--- src/rtl/vga_scan_timing.sv ---
// VGA scan timing generator: pixel divider, h/v counters, sync/blank decode aligned to the display latency.
// Optional VGA_TEST_PATTERN_EN adds a test_mode input that replaces display colour with 32 px colour bars.
module vga_scan_timing #(
    parameter int   H_ACTIVE = 640,
    parameter int   H_FP     = 16,
    parameter int   H_SYNC   = 96,
    parameter int   H_BP     = 48,
    parameter int   V_ACTIVE = 480,
    parameter int   V_FP     = 10,
    parameter int   V_SYNC   = 2,
    parameter int   V_BP     = 33,
    parameter int   PIX_DIV  = 2,
    parameter int   DISP_LAT = 1,
    parameter logic SYNC_POL = 1'b0
) (
    input  logic        CLK,
    input  logic        RST,
    input  logic        red,
    input  logic        green,
    input  logic        blue,
`ifdef VGA_TEST_PATTERN_EN
    input  logic        test_mode,
`endif
    output logic [31:0] row,
    output logic [31:0] col,
    output logic        vnotactive,
    output logic        pix_en,
    output logic        frame_tick,
    output logic        VGA_R,
    output logic        VGA_G,
    output logic        VGA_B,
    output logic        VGA_HS,
    output logic        VGA_VS
);

    localparam int H_TOTAL = H_ACTIVE + H_FP + H_SYNC + H_BP;
    localparam int V_TOTAL = V_ACTIVE + V_FP + V_SYNC + V_BP;
    localparam int H_W     = $clog2(H_TOTAL);
    localparam int V_W     = $clog2(V_TOTAL);
    localparam int DIV_W   = (PIX_DIV > 1) ? $clog2(PIX_DIV) : 1;

    localparam logic [DIV_W-1:0] DIV_MAX  = DIV_W'(PIX_DIV - 1);
    localparam logic [H_W-1:0]   H_MAX    = H_W'(H_TOTAL - 1);
    localparam logic [V_W-1:0]   V_MAX    = V_W'(V_TOTAL - 1);
    localparam logic [H_W-1:0]   H_ACT_C  = H_W'(H_ACTIVE);
    localparam logic [V_W-1:0]   V_ACT_C  = V_W'(V_ACTIVE);
    localparam logic [H_W-1:0]   HS_BEG   = H_W'(H_ACTIVE + H_FP);
    localparam logic [H_W-1:0]   HS_END   = H_W'(H_ACTIVE + H_FP + H_SYNC - 1);
    localparam logic [V_W-1:0]   VS_BEG   = V_W'(V_ACTIVE + V_FP);
    localparam logic [V_W-1:0]   VS_END   = V_W'(V_ACTIVE + V_FP + V_SYNC - 1);

`ifdef VGA_TEST_PATTERN_EN
    localparam int SW = 6;
`else
    localparam int SW = 3;
`endif

    logic [DIV_W-1:0] div_cnt_q, div_cnt_d;
    logic             pix_en_q,  pix_en_d;
    logic [H_W-1:0]   h_cnt_q,   h_cnt_d;
    logic [V_W-1:0]   v_cnt_q,   v_cnt_d;
    logic             vna_q,     vna_d;
    logic             ftick_q,   ftick_d;
    logic             h_wrap, v_wrap;

    // pix_en is registered from the next divider value so it is low in reset
    // and coincides with div_cnt == PIX_DIV-1.
    always_comb begin
        div_cnt_d = (div_cnt_q == DIV_MAX) ? '0 : div_cnt_q + DIV_W'(1);
        pix_en_d  = (div_cnt_d == DIV_MAX);
    end

    always_comb begin
        h_wrap  = (h_cnt_q == H_MAX);
        v_wrap  = (v_cnt_q == V_MAX);
        h_cnt_d = h_cnt_q;
        v_cnt_d = v_cnt_q;
        ftick_d = 1'b0;
        if (pix_en_q) begin
            h_cnt_d = h_wrap ? '0 : h_cnt_q + H_W'(1);
            if (h_wrap) begin
                v_cnt_d = v_wrap ? '0 : v_cnt_q + V_W'(1);
                ftick_d = v_wrap;
            end
        end
        vna_d = (v_cnt_d >= V_ACT_C);
    end

    always_ff @(posedge CLK or negedge RST) begin
        if (!RST) begin
            div_cnt_q <= '0;
            pix_en_q  <= 1'b0;
            h_cnt_q   <= '0;
            v_cnt_q   <= '0;
            vna_q     <= 1'b0;
            ftick_q   <= 1'b0;
        end else begin
            div_cnt_q <= div_cnt_d;
            pix_en_q  <= pix_en_d;
            h_cnt_q   <= h_cnt_d;
            v_cnt_q   <= v_cnt_d;
            vna_q     <= vna_d;
            ftick_q   <= ftick_d;
        end
    end

    assign row        = {{(32-V_W){1'b0}}, v_cnt_q};
    assign col        = {{(32-H_W){1'b0}}, h_cnt_q};
    assign vnotactive = vna_q;
    assign pix_en     = pix_en_q;
    assign frame_tick = ftick_q;

    // Stage-0 decode, packed as {[pattern,] active, hs, vs}.
    logic          act_s0, hs_s0, vs_s0;
    logic [SW-1:0] stg_s0, stg_dly;

    always_comb begin
        act_s0 = (h_cnt_q < H_ACT_C) && (v_cnt_q < V_ACT_C);
        hs_s0  = (h_cnt_q >= HS_BEG) && (h_cnt_q <= HS_END);
        vs_s0  = (v_cnt_q >= VS_BEG) && (v_cnt_q <= VS_END);
`ifdef VGA_TEST_PATTERN_EN
        stg_s0 = {col[7:5], act_s0, hs_s0, vs_s0};
`else
        stg_s0 = {act_s0, hs_s0, vs_s0};
`endif
    end

    // Delay runs every CLK so it tracks the display stage's CLK-based latency.
    generate
        if (DISP_LAT == 0) begin : g_nodly
            assign stg_dly = stg_s0;
        end else begin : g_dly
            logic [DISP_LAT-1:0][SW-1:0] dly_q;
            always_ff @(posedge CLK or negedge RST) begin
                if (!RST) begin
                    dly_q <= '0;
                end else begin
                    dly_q[0] <= stg_s0;
                    for (int i = 1; i < DISP_LAT; i++) dly_q[i] <= dly_q[i-1];
                end
            end
            assign stg_dly = dly_q[DISP_LAT-1];
        end
    endgenerate

    logic [2:0] src_rgb, rgb_q, rgb_d;
    logic       hs_q, hs_d, vs_q, vs_d;

    always_comb begin
        src_rgb = {red, green, blue};
`ifdef VGA_TEST_PATTERN_EN
        if (test_mode) src_rgb = stg_dly[5:3];
`endif
        rgb_d = stg_dly[2] ? src_rgb : 3'b000;
        hs_d  = stg_dly[1] ? SYNC_POL : ~SYNC_POL;
        vs_d  = stg_dly[0] ? SYNC_POL : ~SYNC_POL;
    end

    always_ff @(posedge CLK or negedge RST) begin
        if (!RST) begin
            rgb_q <= 3'b000;
            hs_q  <= ~SYNC_POL;
            vs_q  <= ~SYNC_POL;
        end else begin
            rgb_q <= rgb_d;
            hs_q  <= hs_d;
            vs_q  <= vs_d;
        end
    end

    assign VGA_R  = rgb_q[2];
    assign VGA_G  = rgb_q[1];
    assign VGA_B  = rgb_q[0];
    assign VGA_HS = hs_q;
    assign VGA_VS = vs_q;

endmodule

--- config.mk ---
export PLATFORM = sky130hd
export DESIGN_NAME = vga_scan_timing
export DESIGN_NICKNAME = d
export VERILOG_FILES = /design/src/rtl/vga_scan_timing.sv
export SDC_FILE = /design/constraint.sdc
export NUM_CORES = 1
export LEC_CHECK = 0
export ABC_AREA = 1
export BUFFER_PORTS_ARGS = -buffer_cell sky130_fd_sc_hd__buf_2
export CAP_MARGIN = 30
export CELL_PAD_IN_SITES_DETAIL_PLACEMENT = 1
export CELL_PAD_IN_SITES_GLOBAL_PLACEMENT = 1
export CORE_MARGIN = 10
export CORE_UTILIZATION = 30
export DETAILED_ROUTE_END_ITERATION = 8
export GPL_ROUTABILITY_DRIVEN = 0
export PLACE_DENSITY = 0.79
export SLEW_MARGIN = 0
export SYNTH_ARGS = -nofsm -noshare
export SYNTH_HDL_FRONTEND = slang
export SYNTH_SLANG_ARGS = --single-unit
export TNS_END_PERCENT = 10
--- constraint.sdc ---
create_clock -name CLK -period 3.1 [get_ports CLK]
set_input_delay 0.155 -clock CLK [delete_from_list [all_inputs] [get_ports CLK]]
set_output_delay 0.155 -clock CLK [all_outputs]
set_load 0.005 [all_outputs]
======== Yosys cells after proc, flatten, opt, wreduce, memory -nomap -nowiden ========
Cells that the tools add are included.
operators by class
  add/subtract/negate cells ............... 3
  order comparisons ....................... 7
  equal/unequal tests ..................... 2
  multiplexer cells ....................... 10
  reduce and logical (&&, ||, !) cells .... 3
operators by type and width
  operator                                                             number
  2-to-1 mux 10 bit                                                    4
  adder 10 x 1 -> 10 bit (second input constant)                       2
  == test 10 bit (second input constant)                               2
  greater-or-equal comparator 10 x 9 -> 1 bit (second input constant)  2
  greater-or-equal comparator 10 bit (second input constant)           1
  less-or-equal comparator 10 bit (second input constant)              1
  less-or-equal comparator 10 x 9 -> 1 bit (second input constant)     1
  < comparator 10 bit (second input constant)                          1
  < comparator 10 x 9 -> 1 bit (second input constant)                 1
  2-to-1 mux 1 bit                                                     5
  logical AND 1 bit                                                    3
  2-to-1 mux 3 bit                                                     1
  adder 1 bit (second input constant)                                  1
word-level totals
  register bits ........................... 31
  input port bits ......................... 5
  output and inout port bits .............. 72
  word-level logic and storage cells ...... 34

======== Logic depth before layout (Yosys ltp) ========
  word-level depth ........................ 5
  depth in mapped cells ................... 11
  gate-level depth less buffers ........... 11

======== Least setup slack after synthesis ========
No wires, ideal clock.
  path kind ............................... flip-flop to flip-flop
  start point ............................. register h_cnt_q[1]
  end point ............................... register vna_q, in the netlist vnotactive
  library setup time ...................... 0.118 ns
  arrival time ............................ 1.306 ns
  required time ........................... 2.982 ns
  slack ................................... 1.676 ns
  cell stages (with the launch flop) ...... 12
  path buffers ............................ 1
  period minus slack after synthesis ...... 1.424 ns
  cell sequence ........................... dfrtp_1 > ha_1 > nand2_1 > inv_2 > nand2_2 > nor2_4 > buf_6 > nand3_1 > nand2_1 > nor2_1 > nand3_1 > nand2_1
on the way
  longest elaborated chain between the ends .. 4
RTL lines
  element                                      RTL line  source
  start: declaration                           60        logic [H_W-1:0] h_cnt_q, h_cnt_d;
  start signal: assignment                     100       h_cnt_q <= h_cnt_d;
  == test 10 bit                               74        h_wrap = (h_cnt_q == H_MAX);
  2-to-1 mux 10 bit                            81        if (h_wrap) begin
  2-to-1 mux 10 bit                            79        if (pix_en_q) begin
  greater-or-equal comparator 10 x 9 -> 1 bit  86        vna_d = (v_cnt_d >= V_ACT_C);
  named net vna_d                              62        logic vna_q, vna_d;
  end signal: assignment                       102       vna_q <= vna_d;
  end: declaration                             62
The timed path passes the listed nets, and every way through them passes these cells.
A chain may end at the register's enable or synchronous reset.

======== Worst setup path in the final report ========
  start point ............................. register pix_en_q, in the netlist pix_en
  end point ............................... register v_cnt_q[2]
on the way
  longest elaborated chain between the ends .. 1
RTL lines
  element                   RTL line  source
  start: declaration        59        logic pix_en_q, pix_en_d;
  start signal: assignment  99        pix_en_q <= pix_en_d;
  2-to-1 mux 10 bit         79
  named net v_cnt_d[2]      61        logic [V_W-1:0] v_cnt_q, v_cnt_d;
  end signal: assignment    101       v_cnt_q <= v_cnt_d;
  end: declaration          61
The timed path passes the listed nets, and every way through them passes these cells.

==> flow_metrics.tcl <==
set metrics [dict create \
    area_growth_pct 7.80 \
    synth_area_mm2 0.00196 \
    min_from "red" \
    async_flop_share_pct 100 \
    ff2ff_path_depth 7 \
    wl_per_cell_um 13.6 \
    rr_endpoint "v_cnt_q[2]" \
    fp.dieW_um 101 \
    grt_max_degree 32 \
    drt_first_pass_iters 4 \
    reg2reg_setup_slack_ns 1.29 \
    cts.path.max_buffers 2 \
    finalMaxSlewViolations 0 \
    hold-path-endpoint "rgb_q[2]" \
    finalWorstPathRequiredPeriod_ns 1.81 \
    final-setup-viol-count 0 \
    yosys-top-cells-area "dfrtp_1 37%, buf_4 17%, nand2_1 7.7%, inv_1 6.7%, nor2_1 3.5%" \
    synth_top_cell_by_area "dfrtp_1" \
    drive_above_1_share_pct 22.1 \
    coreArea_mm2 0.00635 \
    hold_depth 3 \
    start_util_pct 30.8 \
    finalClockSkew_ns 0.00301 \
    insertedDiodeCount 0 \
    worstReg2RegStart "pix_en" \
    syn_inst 244 \
    fmax_mhz 551 \
    route.antenna.remaining_nets 0 \
    vdd_drop_max_v 0.000194 \
    drc 0 \
    grt_pass1_vias 1692 \
    nets 289 \
    gr-total-overflow 0 \
    die_h_um 101 \
    rsz0062_at_grt "false" \
    drv_cap 0 \
    drt_iter0_markers 63 \
    status "finished clean" \
    pin_count 77 \
    finalCritPeriodShare_pct 58.5 \
    slew_headroom_pct 53.3 \
    antenna_found_initial 0 \
    cts.repair.resized 0 \
    seq_area_frac_synth_pct 39.7 \
    yosysMostFrequentCell "buf_4" \
    tns_ns 0 \
    yosysTopAreaCellShare_pct 37.1 \
    tightest_slew_ns 0.700 \
    place_hpwl_mm 3.98 \
    grt_use_total_pct 9.77 \
    rows 29 \
    cts.sinks 31 \
    leakage_nw 1.17 \
    io_buffers 32 \
    end_kind "flip-flop" \
    worst-setup-path-type "reg2reg" \
    cts_tree "done" \
    synth-edff-count 0 \
    holdWs_ns 0.0593 \
    ys_ff_latch 31 \
    hold_class "in2reg" \
    clk_latency_ns 0.29 \
    start_kind "flip-flop" \
    finalHoldViolCount 0 \
    synthTopCellsByCount "44 x buf_4, 40 x nand2_1, 35 x inv_1" \
    grt_pass1_wl_mm 7.98 \
    cts.root.buffer_cell "clkbuf_8" \
    power_density_mw_per_mm2 354 \
    crit_path_max_fanout 14 \
    via_count 1539 \
    crit_required_ns 3.27 \
    synth.distinct_cells 31 \
    clk_pin_slew_ns 0.06 \
    die_area_mm2 0.0102 \
    critPathArrivalTime_ns 1.99 \
    routed_wirelength_mm 4.87 \
    htreeDepth 2 \
    yosys_most_used_dff "dfrtp_1" \
    ys_warn_count 0 \
    via_per_inst 4.30 \
    finalPower_mw 0.746 \
    cts-buffers-inserted 5 \
    synth_area_per_cell_um2 8.03 \
]
through the flow:
step | setup WS, ns | instances | util, % | area (µm²)
2_1_floorplan | 1.68 | 287 | - | 2120
5_1_grt | 1.10 | 358 | 33.2 | 2110
6_report | 1.29 | 358 | 33.2 | 2110
4_1_cts | 1.27 | 358 | 33.2 | 2110
3_3_place_gp | 1.41 | 349 | 31.8 | 2020
3_5_place_dp | 1.30 | 349 | 31.8 | 2020
registers in the layout, indices dropped and copies added (netlist names):
signal,flops
h_cnt_q,10
v_cnt_q,10
g_dly.dly_q,3
rgb_q,3
VGA_HS,1
VGA_VS,1
frame_tick,1
pix_en,1
vnotactive,1
area by class of cell:
type | instances | area [µm²]
clock buffer | 7 | 76.3
clock inverter | 1 | 5.00
fill | 805 | 4240
inverter | 43 | 163
multi-input combinational | 166 | 822
sequential | 31 | 778
tap | 77 | 96.3
timing repair buffer | 33 | 170
what timing repair did:
item | in CTS | in global routing
hold buffers | 1 | 0
buffers inserted | 0 | 0
hold endpoints to repair | 29 | 0
endpoints found under the setup margin | 0 | 0
power breakdown:
group	internal [mW]	leakage (nW)	switching [mW]
Sequential	0.407	0.400	0.000397
Combinational	0.00459	0.730	0.0249
Clock	0.157	0.0422	0.153
Total	0.568	1.17	0.178
routing by layer:
layer	share of wire (%)	global-route usage, %	vias to the layer above
met2	49	16.7	56
li1	-	-	741
met5	0	0	-
met4	1.5	3.59	0
met3	8.8	4.60	10
met1	40	10.2	732
worst max path at each step:
stage,cells past startpoint,end,slack [ns],start
after floorplan,11,vnotactive,1.68,h_cnt_q[1]
after global placement,10,vnotactive,1.41,pix_en
after detailed placement,7,v_cnt_q[2],1.30,pix_en
after CTS,7,v_cnt_q[2],1.27,pix_en
after global routing,7,v_cnt_q[2],1.10,pix_en
final,7,v_cnt_q[2],1.29,pix_en
cell families (layout without fill, tap and decap cells):
family          count (synthesis)  in the layout  synth area share, %
compound gates                 19             19                 6.07
xor+xnor                        2              2                0.895
fa+ha+maj                       4              4                 2.56
buf+inv                        90             84                 26.5
flops                          31             31                 39.7
other cells                     1             44                0.192
simple gates                   97             97                 24.0
worst max-delay path, cell delays in order (launching register included):
cell and delay [ns]:
dfrtp_1 0.64, nand2_1 0.19, inv_2 0.10, nand2_2 0.08, nor2_4 0.27, nand2_1 0.16
o21ai_0 0.20, a21oi_1 0.06
cell usage in the layout (no fill, tap or decap), types with 2 or more instances in the layout:
cell type / netlist / routed
dfstp_2: 2 / 2
nor4_1: 2 / 2
ha_1: 4 / 4
a21oi_1: 6 / 6
dfrtp_1: 29 / 29
conb_1: 1 / 44
nand2_2: 5 / 5
nand4_1: 5 / 5
inv_1: 35 / 35
buf_2: 0 / 32
nor2_1: 18 / 18
clkbuf_8: 0 / 5
inv_2: 7 / 7
nor2_4: 3 / 3
nor2_2: 3 / 3
clkbuf_1: 0 / 2
nand3_1: 12 / 12
xor2_1: 2 / 2
clkinv_2: 1 / 2
o21ai_0: 7 / 7
nor3_1: 6 / 6
nand2_1: 40 / 40
No activity file was read; power rests on OpenSTA's default activity.
